<file path="src/rtl/music_pkg.sv">
// Shared encodings and defaults for the song playback path.
package music_pkg;

    typedef enum logic [1:0] {
        StPaused  = 2'd0,
        StPlaying = 2'd1,
        StFlush   = 2'd2
    } state_e;

    localparam int unsigned SongWDefault = 2;

    // Level of the top-level reset pin that means "in reset".
    localparam logic RstActive = 1'b0;

endpackage

</file>
<file path="src/rtl/dffr.sv">
// Flop with synchronous active-high reset to a parameterised value.
module dffr #(
    parameter int unsigned       Width  = 1,
    parameter logic [Width-1:0]  RstVal = '0
) (
    input  logic             clk_i,
    input  logic             rst_i,
    input  logic [Width-1:0] d_i,
    output logic [Width-1:0] q_o
);

    always_ff @(posedge clk_i) begin
        if (rst_i) begin
            q_o <= RstVal;
        end else begin
            q_o <= d_i;
        end
    end

endmodule

</file>
<file path="src/rtl/dffre.sv">
// Flop with synchronous active-high reset and load enable.
module dffre #(
    parameter int unsigned       Width  = 1,
    parameter logic [Width-1:0]  RstVal = '0
) (
    input  logic             clk_i,
    input  logic             rst_i,
    input  logic             en_i,
    input  logic [Width-1:0] d_i,
    output logic [Width-1:0] q_o
);

    always_ff @(posedge clk_i) begin
        if (rst_i) begin
            q_o <= RstVal;
        end else if (en_i) begin
            q_o <= d_i;
        end
    end

endmodule

</file>
<file path="src/rtl/playlist_index.sv">
// Modulo-NumVals up/down counter with enable and synchronous clear.
module playlist_index #(
    parameter int unsigned Width   = 2,
    parameter int unsigned NumVals = 4
) (
    input  logic             clk_i,
    input  logic             rst_i,
    input  logic             clr_i,
    input  logic             en_i,
    input  logic             up_i,
    output logic [Width-1:0] idx_o
);

    localparam logic [Width-1:0] MaxIdx = Width'(NumVals - 1);

    logic [Width-1:0] idx_d;
    logic             load;

    // Wrap at NumVals rather than 2**Width so short lists never reach unused indices.
    always_comb begin
        idx_d = '0;
        if (!clr_i) begin
            if (up_i) begin
                idx_d = (idx_o == MaxIdx) ? '0 : idx_o + Width'(1);
            end else begin
                idx_d = (idx_o == '0) ? MaxIdx : idx_o - Width'(1);
            end
        end
    end

    assign load = en_i | clr_i;

    dffre #(
        .Width (Width),
        .RstVal('0)
    ) u_idx_reg (
        .clk_i(clk_i),
        .rst_i(rst_i),
        .en_i (load),
        .d_i  (idx_d),
        .q_o  (idx_o)
    );

endmodule

</file>
<file path="src/rtl/playlist_controller.sv">
// Playback sequencer: turns button pulses and song completion into play/song/flush
// controls for the song reader, flushing the reader on every song change.
module playlist_controller
    import music_pkg::*;
#(
    parameter int unsigned SONG_W       = SongWDefault,
    parameter int unsigned NUM_SONGS    = 4,
    parameter int unsigned LOOP_ALL     = 1,
    parameter int unsigned FLUSH_CYCLES = 2
) (
    input  logic              clk,
    input  logic              reset,
    input  logic              play_btn,
    input  logic              next_btn,
    input  logic              prev_btn,
    input  logic              song_done,
    output logic              play,
    output logic [SONG_W-1:0] song,
    output logic              reset_player,
    output logic              song_changed
);

    localparam logic [SONG_W-1:0] LastSong  = SONG_W'(NUM_SONGS - 1);
    localparam logic [3:0]        FlushLast = 4'(FLUSH_CYCLES - 1);
    localparam logic              StopAtEnd = (LOOP_ALL == 0);

    logic rst;
    assign rst = (reset == RstActive);

    state_e      state_q, state_d;
    logic [1:0]  state_raw;
    logic [3:0]  flush_cnt_q, flush_cnt_d;
    logic        resume_q, resume_d;
    logic        first_q, first_d;
    logic [SONG_W-1:0] song_q;
    logic        idx_en, idx_up;
    logic        nav_next, nav_prev;

    // Opposing skips in the same cycle cancel each other.
    assign nav_next = next_btn & ~prev_btn;
    assign nav_prev = prev_btn & ~next_btn;

    always_comb begin
        state_d     = state_q;
        flush_cnt_d = flush_cnt_q;
        resume_d    = resume_q;
        first_d     = first_q;
        idx_en      = 1'b0;
        idx_up      = 1'b1;
        unique case (state_q)
            StPaused: begin
                if (play_btn) begin
                    state_d = StPlaying;
                end else if (nav_next || nav_prev) begin
                    idx_en      = 1'b1;
                    idx_up      = nav_next;
                    resume_d    = 1'b0;
                    flush_cnt_d = '0;
                    state_d     = StFlush;
                end
            end
            StPlaying: begin
                if (play_btn) begin
                    state_d = StPaused;
                end else if (nav_next || song_done) begin
                    idx_en      = 1'b1;
                    resume_d    = ~(song_done && StopAtEnd && (song_q == LastSong));
                    flush_cnt_d = '0;
                    state_d     = StFlush;
                end else if (nav_prev) begin
                    idx_en      = 1'b1;
                    idx_up      = 1'b0;
                    resume_d    = 1'b1;
                    flush_cnt_d = '0;
                    state_d     = StFlush;
                end
            end
            StFlush: begin
                if (flush_cnt_q == FlushLast) begin
                    state_d     = resume_q ? StPlaying : StPaused;
                    flush_cnt_d = '0;
                    first_d     = 1'b0;
                end else begin
                    flush_cnt_d = flush_cnt_q + 4'd1;
                end
            end
            default: begin
                state_d     = StFlush;
                flush_cnt_d = '0;
            end
        endcase
    end

    dffr #(.Width(2), .RstVal(2'(StFlush))) u_state_reg (
        .clk_i(clk),
        .rst_i(rst),
        .d_i  (state_d),
        .q_o  (state_raw)
    );
    assign state_q = state_e'(state_raw);

    dffr #(.Width(4), .RstVal(4'd0)) u_flush_cnt_reg (
        .clk_i(clk),
        .rst_i(rst),
        .d_i  (flush_cnt_d),
        .q_o  (flush_cnt_q)
    );

    dffr #(.Width(1), .RstVal(1'b0)) u_resume_reg (
        .clk_i(clk),
        .rst_i(rst),
        .d_i  (resume_d),
        .q_o  (resume_q)
    );

    // Suppresses the display pulse for the power-on flush.
    dffr #(.Width(1), .RstVal(1'b1)) u_first_reg (
        .clk_i(clk),
        .rst_i(rst),
        .d_i  (first_d),
        .q_o  (first_q)
    );

    playlist_index #(
        .Width  (SONG_W),
        .NumVals(NUM_SONGS)
    ) u_song_index (
        .clk_i(clk),
        .rst_i(rst),
        .clr_i(1'b0),
        .en_i (idx_en),
        .up_i (idx_up),
        .idx_o(song_q)
    );

    assign play         = (state_q == StPlaying);
    assign reset_player = (state_q == StFlush);
    assign song         = song_q;
    assign song_changed = (state_q == StFlush) && (flush_cnt_q == 4'd0) && !first_q;

endmodule
</file>
<file path="config.mk">
export PLATFORM = sky130hd
export DESIGN_NAME = playlist_controller
export DESIGN_NICKNAME = d
export VERILOG_FILES = /design/src/rtl/music_pkg.sv /design/src/rtl/dffr.sv /design/src/rtl/dffre.sv /design/src/rtl/playlist_index.sv /design/src/rtl/playlist_controller.sv
export SDC_FILE = /design/constraint.sdc
export NUM_CORES = 1
export LEC_CHECK = 0
export CAP_MARGIN = 40
export CORE_MARGIN = 2
export CORE_UTILIZATION = 50
export CTS_BUF_LIST = sky130_fd_sc_hd__clkbuf_4
export DETAILED_ROUTE_END_ITERATION = 16
export GPL_TIMING_DRIVEN = 0
export PLACE_DENSITY = 0.84
export SLEW_MARGIN = 20
export SYNTH_ARGS = -nofsm -noshare
export SYNTH_HDL_FRONTEND = slang
export SYNTH_SLANG_ARGS = --single-unit
</file>
<file path="constraint.sdc">
create_clock -name clk -period 2.3 [get_ports clk]
set_input_delay 0.23 -clock clk [delete_from_list [all_inputs] [get_ports clk]]
set_output_delay 0.23 -clock clk [all_outputs]
set_load 0.05 [all_outputs]
</file>
# Yosys cells after proc, flatten, opt, wreduce, memory -nomap -nowiden
# Index checks and enable logic that the tools add are counted.
[totals] inputBits=6 reg_bits=10 out_inout_bits=5 wordCells=72
[op_classes] add_sub_neg=3 bitwise=4 reduce_logical=13 eq_ne=11 n_mux=36
[ops] op="two-way mux 4 bit" count=6
[ops] op="two-way mux 2 bit" count=9
[ops] op="two-way mux 1 bit" count=16
[ops] op="one-hot mux 4 bit (3 select lines)" count=1
[ops] op="!= test 2 bit, second input constant" count=3
[ops] op="one-hot mux 1 bit (2 select lines)" count=3
[ops] op="one-hot mux 2 bit (3 select lines)" count=1
[ops] op="AND reduction 5 bit" count=1
[ops] op="adder 4 x 1 -> 4 bit, second input constant" count=1
[ops] op="== test 2 bit, second input constant" count=2
[ops] op="== test 4 x 1 -> 1 bit, second input constant" count=1
[ops] op="logical NOT 2 bit" count=2
[ops] op="logical NOT 4 bit" count=1
[ops] op="!= test 4 x 2 -> 1 bit, second input constant" count=1
[ops] op="AND reduction 4 bit" count=1
[ops] op="!= test 3 x 1 -> 1 bit, second input constant" count=1
[ops] op="!= test 3 bit, second input constant" count=1
[ops] op="AND reduction 3 bit" count=1
[ops] op="adder 2 x 1 -> 2 bit, second input constant" count=1
[ops] op="bitwise AND 1 bit" count=2
[ops] op="== test 2 x 1 -> 1 bit, second input constant" count=1
[ops] op="logical AND 1 bit" count=2
[ops] op="logical OR 1 bit" count=2
[ops] op="!= test 2 x 1 -> 1 bit, second input constant" count=1
[ops] op="other kinds (5)" count=6

# Logic depth before layout (Yosys ltp)
# Gate-level depths: netlist of the first run.
[depth] word_depth=7 ltp_mapped=6 mapped_depth_nobuf=6

# Hierarchy
# A second synthesis of the first run with hierarchy kept.
[hier_totals] hier_cells=86 area_unflattened_um2=728.2
[by_module_without_submodules] mod="playlist_controller" cells_each=54 seq_area_each_um2=0.0 instances=1 area_each_um2=369.1
[by_module_without_submodules] mod="dffr (u_flush_cnt_reg)" cells_each=8 seq_area_each_um2=80.1 instances=1 area_each_um2=105.1
[by_module_without_submodules] mod="playlist_index" cells_each=10 seq_area_each_um2=0.0 instances=1 area_each_um2=71.3
[by_module_without_submodules] mod="dffre" cells_each=6 seq_area_each_um2=40.0 instances=1 area_each_um2=67.6
[by_module_without_submodules] mod="dffr (u_state_reg)" cells_each=4 seq_area_each_um2=40.0 instances=1 area_each_um2=55.1
[by_module_without_submodules] mod="dffr (u_resume_reg)" cells_each=2 seq_area_each_um2=20.0 instances=1 area_each_um2=33.8
[by_module_without_submodules] mod="dffr (u_first_reg)" cells_each=2 seq_area_each_um2=20.0 instances=1 area_each_um2=26.3

# Least setup slack after synthesis of the first run
# No wires, ideal clock.
[synth_timing] path_kind="register -> output" from="reg u_state_reg.q_o[1]" to="out song_changed" path_stages_with_launch=6 n_path_buf=1 required_ns=2.070 arrival_ns=2.586 setup_slack_ns=-0.516 path_cell_list="dfxtp_1 > buf_2 > nand2b_1 > inv_1 > nand2_1 > nor4_1"
[synth_via] elab_chain_len=3
[synth_lines] item="start: declaration" line_no="dffr.sv:9" text="output logic [Width-1:0] q_o"
[synth_lines] item="start signal: assignment" line_no="dffr.sv:14" text="q_o <= RstVal;"
[synth_lines] item="start signal: assignment" line_no="dffr.sv:16" text="q_o <= d_i;"
[synth_lines] item="== test 2 bit"
[synth_lines] item="via reset_player" line_no="playlist_controller.sv:19" text="output logic reset_player,"
[synth_lines] item="logical AND 1 bit (2 in series)" line_no="playlist_controller.sv:139" text="assign song_changed = (state_q == StFlush) && (flush_cnt_q == 4'd0) && !first_q;"
[synth_lines] item="end: declaration" line_no="playlist_controller.sv:20" text="output logic song_changed"
# The timed path passes the listed nets, and every way through them passes these cells.

# Worst setup path in the final report of the first run
[layout_timing] from="reg u_state_reg.q_o[1]" to="out reset_player"
[layout_via] elab_chain_len=1
[layout_lines] item="== test 2 bit" line_no="playlist_controller.sv:137" text="assign reset_player = (state_q == StFlush);"
[layout_lines] item="end: declaration" line_no="playlist_controller.sv:19"
# Every way passes these cells.

==> flow_summary.ini, run 1 <==
[run_status]
outcome = complete, no violations

[synth]
syn-num-nets = 86
synth-xor-area-share = 0.0132
synth_top_family_by_area = compound AO/OA/AOI/OAI gates
yosysWarnings = 0
synthMuxAreaShare = 0.0151
async_flop_share = 0
synth_compound_area_frac = 0.286
synthCells = 75
avgSynthCellArea_um2 = 8.86
synth_ff_type = dfxtp_1
yosys.area.top_type = dfxtp_1
synth.yosys.seq_area_share = 0.301
synth.area.top_cells = dfxtp_1 (30%), ha_1 (9.4%), a21oi_1 (4.5%)
syn-cell-area_um2 = 664
yosys.area_share.adder = 0.0942
yosysTopAreaCellShare = 0.301
synth-seq-cells = 10
synth_edf_count = 0
synthSimpleGateAreaFrac = 0.220
ys_types = 34

[power]
p_sw_mw = 0.170
clkPwrFrac = 0.259
power.leakage_nw = 0.331
cellPowerDensity_mw_per_mm2 = 584
swShare = 0.357
p_seq_frac = 0.412
internal_power_mw = 0.306
irDropWorstVdd_mv = 0.359
comb_power_share = 0.329

[sta]
finalHoldViolCount = 0
finalCritPeriodShare = 0.938
maxSlewHeadroom = 0.667
finalSetupTns_ps = 0
period_needed_ps = 2160
rsz0062_at_grt = no
hold_slack_ps = 458
tightest_slew_ps = 498
finClkSkew_ps = 0.317
setup_violations = 0
fmax_mhz = 463
slew_viol_final = 0

[placement]
hpwl_um = 974
placement.cell_area_um2 = 790
io_buffers = 10
gp_congestion = 0.814

[route]
drt_wl_total_mm = 1.30
via_per_inst = 5.70
drc = 0
wl_per_cell_um = 12.5
first_pass_iters = 4
drtIter0Drc = 11
vias = 593
ant_nets = 0

[cts]
clock_latency_ps = 260
post-cts-setup-buffers = 0
clockRootBuffer = clkbuf_4
cts_num_sinks = 10
cts_tree = built
cts_buffer_depth = 2
cts-buffers-inserted = 3
htreeDepth = 1
clkTransAtPathRegs_ps = 70

[final_layout]
drive_gt1_frac = 0.124
layout_commonest_cell = dfxtp_1
fin_area_um2 = 815
multi_input_area_um2 = 424
area_growth_pct = 22.6
n_antenna_cell = 0
seqCellArea_um2 = 200
nNetsFinal = 101
num-fill-cells = 105
final_cell_mix = dfxtp_1 (10), clkdlybuf4s50_1 (9), inv_1 (7)

[die]
pin_count = 11
start_util = 0.524
die-area_mm2 = 0.00164
core_mm2 = 0.00127
fp.dieW_um = 40.5
std_cell_rows = 13
die_y_um = 40.5

[global_route]
overflow = 0
antenna_found_initial = 0
grt_pass1_vias = 501
gr-usage-all-layers = 0.206
grt_start_max_net_pins = 11
grt_first_pass_wirelength_mm = 2.25

[worst_setup_path]
endpoint_kind = output port
critPathLaunchType = flop
crit_fanout = 9
arrival_ps = 1930
required_ps = 2070
critPathKind = flop to output port

[job]
cap_violations = 0

[hold_path]
hold_path_class = flop to flop
## power by group through the flow
stage / combinational (mW) / clock (mW) / sequential [mW]
2_1_floorplan: 0.106 / 0 / 0.205
3_3_place_gp: 0.153 / 0 / 0.199
3_5_place_dp: 0.157 / 0 / 0.200
4_1_cts: 0.156 / 0.127 / 0.196
5_1_grt: 0.172 / 0.138 / 0.197
6_report: 0.156 / 0.123 / 0.196
## critical path, cell delays in order (launching register included)
cell	delay [ps]
dfxtp_1	310
buf_2	230
nand2b_1	190
inv_1	140
clkdlybuf4s50_1	800
## layout make-up
cell class                      count  share of cell area
Clock buffer                        3              0.0276
Clock inverter                      1             0.00461
Timing Repair Buffer               10               0.121
Tap cell                           15              0.0230
Inverter                            7              0.0323
Multi-Input combinational cell     55               0.521
Sequential cell                    10               0.246
Buffer                              3              0.0246
## synth_stat cells (all sizes together) (2+ instances only)
| cell type | n |
|---|---|
| inv | 7 |
| nor3 | 2 |
| nand2 | 6 |
| nor2b | 2 |
| dfxtp | 10 |
| buf | 2 |
| o21ai | 5 |
| nor2 | 4 |
| o41ai | 2 |
| a21oi | 6 |
| ha | 5 |
| nor4 | 2 |
| nand2b | 3 |
## flip-flops by register name, summed over array words and instances (netlist names)
name,count
u_first_reg.q_o,1
u_flush_cnt_reg.q_o,4
u_resume_reg.q_o,1
u_song_index.u_idx_reg.q_o,2
u_state_reg.q_o,2
## path summary, 6_finish.rpt
kind                      startpoint                endpoint  slack, ps  depth (start not counted)
setup reg to reg  u_state_reg.q_o[0]  u_flush_cnt_reg.q_o[0]        780                          5
setup / recovery  u_state_reg.q_o[1]            reset_player        140                          4
hold / removal      u_resume_reg.q_o        u_resume_reg.q_o        460                          2
hold reg to reg     u_resume_reg.q_o        u_resume_reg.q_o        460                          2
## logic make-up (layout without fill, tap and decap cells)
family,Yosys count,count (layout)
AND/OR/NAND/NOR,26,26
AO/OA/AOI/OAI,22,22
flip-flops,10,10
buffers and inverters,10,24
adder cells (fa/ha/maj),5,5
XOR/XNOR,1,1
multiplexers,1,1
## stage by stage
| step | worst slack (ps) | instances | utilization | total power [mW] |
|---|---|---|---|---|
| finish | 142 | 104 | 0.642 | 0.475 |
| global route | 27.5 | 104 | 0.642 | 0.507 |
| CTS | 144 | 104 | 0.642 | 0.479 |
| detailed placement | 175 | 100 | 0.622 | 0.357 |
| global placement | 213 | 100 | 0.622 | 0.352 |
| floorplan | 56.9 | 75 | - | 0.311 |
## repair_timing
| item | CTS | global route |
|---|---|---|
| setup endpoints to repair | 1 | 0 |
| hold buffers | 0 | 0 |
| resized for setup | 1 | 0 |
## layer usage
layer / GRT usage / up-vias / share of wire
met4: 0.0750 / 0 / 0.0077
met5: 0 / - / 0
met1: 0.272 / 273 / 0.47
met3: 0.0500 / 2 / 0.042
met2: 0.321 / 14 / 0.47
li1: - / 304 / -
(Power assumes the default switching activity.)
==> inputs of run 2 (changes only) <==
- CORE_MARGIN: 2 -> unset
- SKIP_LAST_GASP: unset -> 1
==> flow_summary.ini, run 2 (synthesized netlist as in run 1, its figures left out) <==
[placement]
preCtsSetupSlack_ps = 94.6
placement.cell_area_um2 = 788
dp_cells = 99
io_buffers = 10
gp_congestion = 0.767
hpwl_mm = 1.04

[route]
drtIter0Drc = 16
via_per_inst = 5.92
drc = 0
wl_per_cell_um = 13.6
ant_nets = 0
drt_wl_total_mm = 1.39
vias = 604
first_pass_iters = 4

[die]
std_cell_rows = 12
core_mm2 = 0.00117
fp.dieW_um = 38.5
die_y_um = 38.5
start_util = 0.567
die-area_mm2 = 0.00148
pin_count = 11

[worst_setup_path]
critPathKind = flop to output port
rr_startpoint = u_state_reg.q_o[0]
rrSetupSlack_ps = 790
crit_fanout = 9
r2r_end = u_flush_cnt_reg.q_o[1]
reg2reg_depth = 5
endpoint_kind = output port
arrival_ps = 1990
critPathLaunchType = flop
required_ps = 2070

[power]
totalPowerFinal_mw = 0.471
p_sw_mw = 0.168
internal_power_mw = 0.303
p_seq_frac = 0.418
clkPwrFrac = 0.248
power.leakage_nw = 0.327
irDropWorstVdd_mv = 0.494
cellPowerDensity_mw_per_mm2 = 585
comb_power_share = 0.334
swShare = 0.356

[job]
cap_violations = 0

[sta]
maxSlewHeadroom = 0.670
finalSetupTns_ps = 0
finClkSkew_ps = 2.16
slew_viol_final = 0
tightest_slew_ps = 494
finalCritPeriodShare = 0.964
setup_violations = 0
hold_slack_ps = 469
period_needed_ps = 2220
finalHoldViolCount = 0
layout_setup_ws_ps = 83.2
rsz0062_at_grt = no
fmax_mhz = 451

[cts]
cts-buffers-inserted = 3
post-cts-setup-buffers = 0
htreeDepth = 1
clock_latency_ps = 270
cts_hold_buf = 0
cts_num_sinks = 10
clkTransAtPathRegs_ps = 60
cts_tree = built
cts_buffer_depth = 2
clockRootBuffer = clkbuf_4

[hold_path]
hold_path_end = u_resume_reg.q_o
hold_path_depth = 2
hold_start = u_resume_reg.q_o
hold_path_class = flop to flop

[final_layout]
n_antenna_cell = 0
fin_area_um2 = 806
area_growth_pct = 21.3
final_util = 0.688
instances_no_fill = 102
regMostFlops = u_flush_cnt_reg.q_o
final_cell_mix = dfxtp_1 (10), clkdlybuf4s50_1 (9), inv_1 (7)
nNetsFinal = 101
drive_gt1_frac = 0.136
layout_commonest_cell = dfxtp_1
largest_reg_flops = 4
top_regs = u_flush_cnt_reg.q_o: 4 flops, u_song_index.u_idx_reg.q_o: 2 flops, u_state_reg.q_o: 2 flops

[global_route]
grt_start_max_net_pins = 11
gr-usage-all-layers = 0.241
grt_first_pass_wirelength_mm = 2.35
grt_pass1_vias = 565
overflow = 0
antenna_found_initial = 0

[run_status]
outcome = complete, no violations
run 2: area by class of cell:
type,instances,area (µm²)
Buffer,3,20.0
Clock buffer,3,22.5
Fill cell,96,365
Inverter,7,26.3
Multi-Input combinational cell,55,424
Sequential cell,10,200
Tap cell,14,17.5
Timing Repair Buffer,10,95.1
run 2: routing by layer:
layer | global-route usage | vias to the layer above | routed length (µm)
met5 | 0 | - | 0
met4 | 0.112 | 0 | 27
met3 | 0.0930 | 4 | 57
met2 | 0.403 | 12 | 675
met1 | 0.266 | 282 | 632
li1 | - | 306 | -
run 2: repair_timing:
action / in CTS / in global routing
gates resized for setup: 1 / 3
setup endpoints to repair: 1 / 1
gates cloned: 0 / 0
run 2: critical path: stages (launching register included):
cell             delay, ps
dfxtp_1                320
buf_2                  230
nand2b_1               210
inv_1                  160
clkdlybuf4s50_1        810
run 2: worst max path at each step:
| stage | start | endpoint | cells after the start |
|---|---|---|---|
| 2_1_floorplan | u_state_reg.q_o[1] | song_changed | 5 |
| 3_3_place_gp | u_state_reg.q_o[1] | song_changed | 6 |
| 3_5_place_dp | u_state_reg.q_o[1] | song_changed | 6 |
| 4_1_cts | u_state_reg.q_o[1] | song_changed | 6 |
| 5_1_grt | u_state_reg.q_o[1] | reset_player | 4 |
| 6_report | u_state_reg.q_o[1] | reset_player | 4 |
run 2: power groups by stage:
stage	Clock, mW	Sequential, mW	Combinational (mW)
finish	0.117	0.197	0.158
global route	0.127	0.198	0.172
CTS	0.122	0.196	0.157
detailed placement	0	0.200	0.159
global placement	0	0.199	0.153
floorplan	0	0.205	0.106
==> patch 1: new RTL, config.mk and constraints of run 2 <==
Register the outputs `play`, `song` and `song_changed`, without a reset; this adds one clock of latency there. The other outputs are not delayed to match.
--- a/src/rtl/playlist_controller.sv
+++ b/src/rtl/playlist_controller.sv
@@ -133,9 +133,11 @@
         .idx_o(song_q)
     );
 
-    assign play         = (state_q == StPlaying);
     assign reset_player = (state_q == StFlush);
-    assign song         = song_q;
-    assign song_changed = (state_q == StFlush) && (flush_cnt_q == 4'd0) && !first_q;
+    always_ff @(posedge clk) begin
+        play         <= (state_q == StPlaying);
+        song         <= song_q;
+        song_changed <= (state_q == StFlush) && (flush_cnt_q == 4'd0) && !first_q;
+    end
 
 endmodule
Function: changed (a bounded check fails within 4 cycles, from zero or initial values and one cycle with reset low).
==> patch 1 against run 2 <==
- sequential cell count up 4
- area after synthesis up 9.0%
- cell area up 7.9%
- worst hold slack worse by 0.062 ns
- cell count up 7.8%
- sequential share of layout area up 7.4 points
- maximum frequency up 3.4%
- total power up 20%
- first-iteration DRC count down 88%
- wire length down 7.8%
- worst setup slack better by 0.072 ns
==> patch 1: results (changes against run 2) <==
| Metric | Value |
|---|---|
| R2R Path End | `u_flush_cnt_reg.q_o[2] (was u_flush_cnt_reg.q_o[1])` |
| Clock Skew | `0.00108 ns (was 0.00216 ns)` |
| Outcome | `finished clean (unchanged)` |
| GRT Total Usage | `0.193 (was 0.241)` |
| Post-synthesis adder-cell area fraction | `0.0864 (was 0.0942)` |
| Net Sw Frac | `0.325 (was 0.356)` |
| Pleak | `0.000345 µW (was 0.000327 µW)` |
| R2R Setup Slk | `0.71 ns (was 0.79 ns)` |
| Synth cell count leaders | `dfxtp_1 (14), inv_1 (11), nand2_1 (6) (was dfxtp_1 (10), inv_1 (7), a21oi_1 (6), nand2_1 (6), ha_1 (5))` |
| Tightest Pin Transition | `0.494 ns (about the same)` |
| Synth Area in XOR/XNOR | `0 (was 0.0132)` |
| Peak supply drop | `0.269 mV (was 0.494 mV)` |
| Total nets after synthesis | `92 (was 86)` |
| Synth unique cells | `33 (was 34)` |
| Placer Congestion | `0.720 (was 0.767)` |
| DP Area | `843 µm² (was 788 µm²)` |
| First-pass GRT wire length | `2120 µm (was 2350 µm)` |
| Sequential power | `275 µW (was 197 µW)` |
| Inst Count DP | `106 (was 99)` |
| Post-Layout Inst Area | `870 µm² (was 806 µm²)` |
| Drt first-iter violations | `2 (was 16)` |
| Fin Hold WS | `0.407 ns (was 0.469 ns)` |
| Ratio of cells with drive above 1 in the final layout | `0.0737 (was 0.136)` |
| DR WL/cell | `11.7 µm (was 13.6 µm)` |
| Complex-gate fraction of the synthesized area | `0.245 (was 0.286)` |
| Dpl ws | `0.116 ns (was 0.0946 ns)` |
| Min-delay src | `u_song_index.u_idx_reg.q_o[1] (was u_resume_reg.q_o)` |
| Via Count | `626 (was 604)` |
| Psw | `183 µW (was 168 µW)` |
## patch 1: cell count changes after synthesis, sizes merged, moves of 2 or more
cell	run 2	this run
a21oi	6	1
a311oi	0	3
a31o	0	2
a31oi	1	3
and3	0	2
dfxtp	10	14
inv	7	11
nand4	1	3
o21ai	5	3
## patch 1: cell type report
class,count,share of cell area
multi-input cells,53,0.449
inverters,11,0.0475
clock inverters,1,0.00432
plain buffers,3,0.0144
clock buffers,3,0.0259
flip-flops and latches,14,0.322
well taps,15,0.0216
repair buffers,10,0.115
## patch 1: metal layers
layer,vias to the layer above,part of all wire,wire [µm],GRT usage
li1,327,-,-,-
met1,288,0.49,624,0.232
met2,11,0.49,633,0.347
met3,0,0.021,27,0.0167
met4,0,0,0,0.0776
met5,-,0,0,0
## patch 1: critical path, cell delays in order, from the launching register on
cell and delay [ns]:
dfxtp_1 0.47, nand2b_1 0.19, inv_1 0.16, clkdlybuf4s50_1 0.82
==> patch 2: new RTL, settings of run 2 <==
Without the edit above. The package constant `SongWDefault` goes from 2 to 4.
--- a/src/rtl/music_pkg.sv
+++ b/src/rtl/music_pkg.sv
@@ -7,7 +7,7 @@
         StFlush   = 2'd2
     } state_e;
 
-    localparam int unsigned SongWDefault = 2;
+    localparam int unsigned SongWDefault = 4;
 
     // Level of the top-level reset pin that means "in reset".
     localparam logic RstActive = 1'b0;
Interface: changed (resized song); port bits go from 11 to 13. The function was not compared with the original's and may differ.
==> patch 2 against run 2 <==
- wire length grew 16%
- maximum frequency grew 9.0%
- sequential cell count is 2 higher
- worst setup slack better by 0.18 ns
- utilization shrank 4.7 points
- cell count grew 26%
- non-clock buffer count is 1 higher
- cell area rose by 20%
- area after synthesis rose by 21%
- total power rose by 44%
- sequential share of layout area about the same
- clock skew down 0.0017 ns
- synthesized cell count increased by 31%
- critical path type unchanged
- largest power group is now combinational cells
- highest routed layer unchanged
==> patch 2: results (changes against run 2) <==
| Metric | Value |
|---|---|
| Top Family by Delay on Critical Path | `buffers and inverters (unchanged)` |
| Worst Path Max Fanout | `10 (was 9)` |
| Number of CTS-inserted buffers | `3 (unchanged)` |
| Drt first-iter violations | `11 (was 16)` |
| Power in combinational cells | `290 µW (was 158 µW)` |
| Met3 GRT Util | `0.0388 (was 0.0930)` |
| Avg Vias per Cell | `5.85 (was 5.92)` |
| # fillers | `142 (was 96)` |
| DP HPWL | `1250 µm (was 1040 µm)` |
| Total nets after synthesis | `109 (was 86)` |
| Synth area leaders | `dfxtp_1 (30%), ha_1 (7.8%), a31oi_1 (4.7%) (was dfxtp_1 (30%), ha_1 (9.4%), a21oi_1 (4.5%))` |
| Metal-1 WL | `732 µm (was 632 µm)` |
| CTS root buffer | `clkbuf_4 (unchanged)` |
| Final Instance Count excl. Fillers | `129 (was 102)` |
| Placer Congestion | `0.856 (was 0.767)` |
| Met2 Routed Length | `810 µm (was 675 µm)` |
| Port bufs | `12 (was 10)` |
| Met2 GRT Util | `0.341 (was 0.403)` |
| Nets | `126 (was 101)` |
| GRT Total Usage | `0.207 (was 0.241)` |
| Peak supply drop | `0.334 mV (was 0.494 mV)` |
| Synth unique cells | `37 (was 34)` |
| Ratio of cells with drive above 1 in the final layout | `0.0885 (was 0.136)` |
| Register area share after synthesis | `0.300 (was 0.301)` |
| Ys Warns | `0 (unchanged)` |
| Biggest registers after layout | `u_flush_cnt_reg.q_o x4, u_song_index.u_idx_reg.q_o x4, u_state_reg.q_o x2 (was u_flush_cnt_reg.q_o x4, u_song_index.u_idx_reg.q_o x2, u_state_reg.q_o x2)` |
| CP arrival | `1.80 ns (was 1.99 ns)` |
| Clock Skew | `0.000476 ns (was 0.00216 ns)` |
| GR Layer Usage met1 | `0.272 (was 0.266)` |
| Setup Buffers After CTS | `0 (unchanged)` |
| Vias in the first global route | `675 (was 565)` |
| Pleak | `0.000412 µW (was 0.000327 µW)` |
| DR WL/cell | `12.5 µm (was 13.6 µm)` |
| Cells after Synth | `98 (was 75)` |
| Outcome | `finished clean (unchanged)` |
| Metal3 WL | `55 µm (was 57 µm)` |
| Cell Int Power | `408 µW (was 303 µW)` |
| Clock-net power | `125 µW (was 117 µW)` |
| First-pass GRT wire length | `2840 µm (was 2350 µm)` |
| Initial antenna violation count | `0 (unchanged)` |
| Tightest Pin Transition | `0.566 ns (was 0.494 ns)` |
| Largest net degree at the start of global routing | `11 (unchanged)` |
| Synth cell count leaders | `dfxtp_1 (12), inv_1 (8), nand2_1 (8) (was dfxtp_1 (10), inv_1 (7), a21oi_1 (6), nand2_1 (6), ha_1 (5))` |
## patch 2: changes by cell type after synthesis, sizes merged, moves of 2 or more
| cell | change |
|---|---|
| a31oi | +6 |
| a21boi | +2 |
| a21oi | -2 |
| dfxtp | +2 |
| nor2 | +4 |
| o41ai | -2 |
| o21ai | +4 |
| nand2 | +2 |
| o211a | +2 |
| o211ai | +2 |
## patch 2: through the flow
step	total power [µW]	worst slack (ns)	instance area, µm²
floorplan	484	0.302	808
global placement	551	0.0996	948
detailed placement	559	0.0319	948
CTS	687	0.0948	970
global route	728	0.112	966
finish	677	0.266	966
## patch 2: worst paths after layout
path / slack [ns] / start / end / cells after the start
min: 0.49 / u_first_reg.q_o / u_first_reg.q_o / 2
min reg2reg: 0.49 / u_first_reg.q_o / u_first_reg.q_o / 2
max reg2reg: 0.68 / u_state_reg.q_o[1] / u_song_index.u_idx_reg.q_o[1] / 5
max: 0.27 / u_state_reg.q_o[1] / reset_player / 4
## patch 2: kinds of logic (layout without fill, tap and decap cells)
logic type | count (synthesis) | in the layout | share of synthesized area
fa+ha+maj | 5 | 5 | 0.0780
compound gates | 30 | 30 | 0.262
mux | 2 | 2 | 0.0250
flops | 12 | 12 | 0.300
xor+xnor | 1 | 1 | 0.0109
buf+inv | 10 | 25 | 0.0515
simple gates | 38 | 38 | 0.273
## patch 2: area by class of cell
| cell class | count | area (µm²) | share of cell area |
|---|---|---|---|
| Multi-Input combinational cell | 76 | 527 | 0.545 |
| Inverter | 8 | 30.0 | 0.0311 |
| Buffer | 2 | 11.3 | 0.0117 |
| Sequential cell | 12 | 240 | 0.249 |
| Timing Repair Buffer | 12 | 115 | 0.119 |
| Tap cell | 16 | 20.0 | 0.0207 |
| Clock buffer | 3 | 22.5 | 0.0233 |
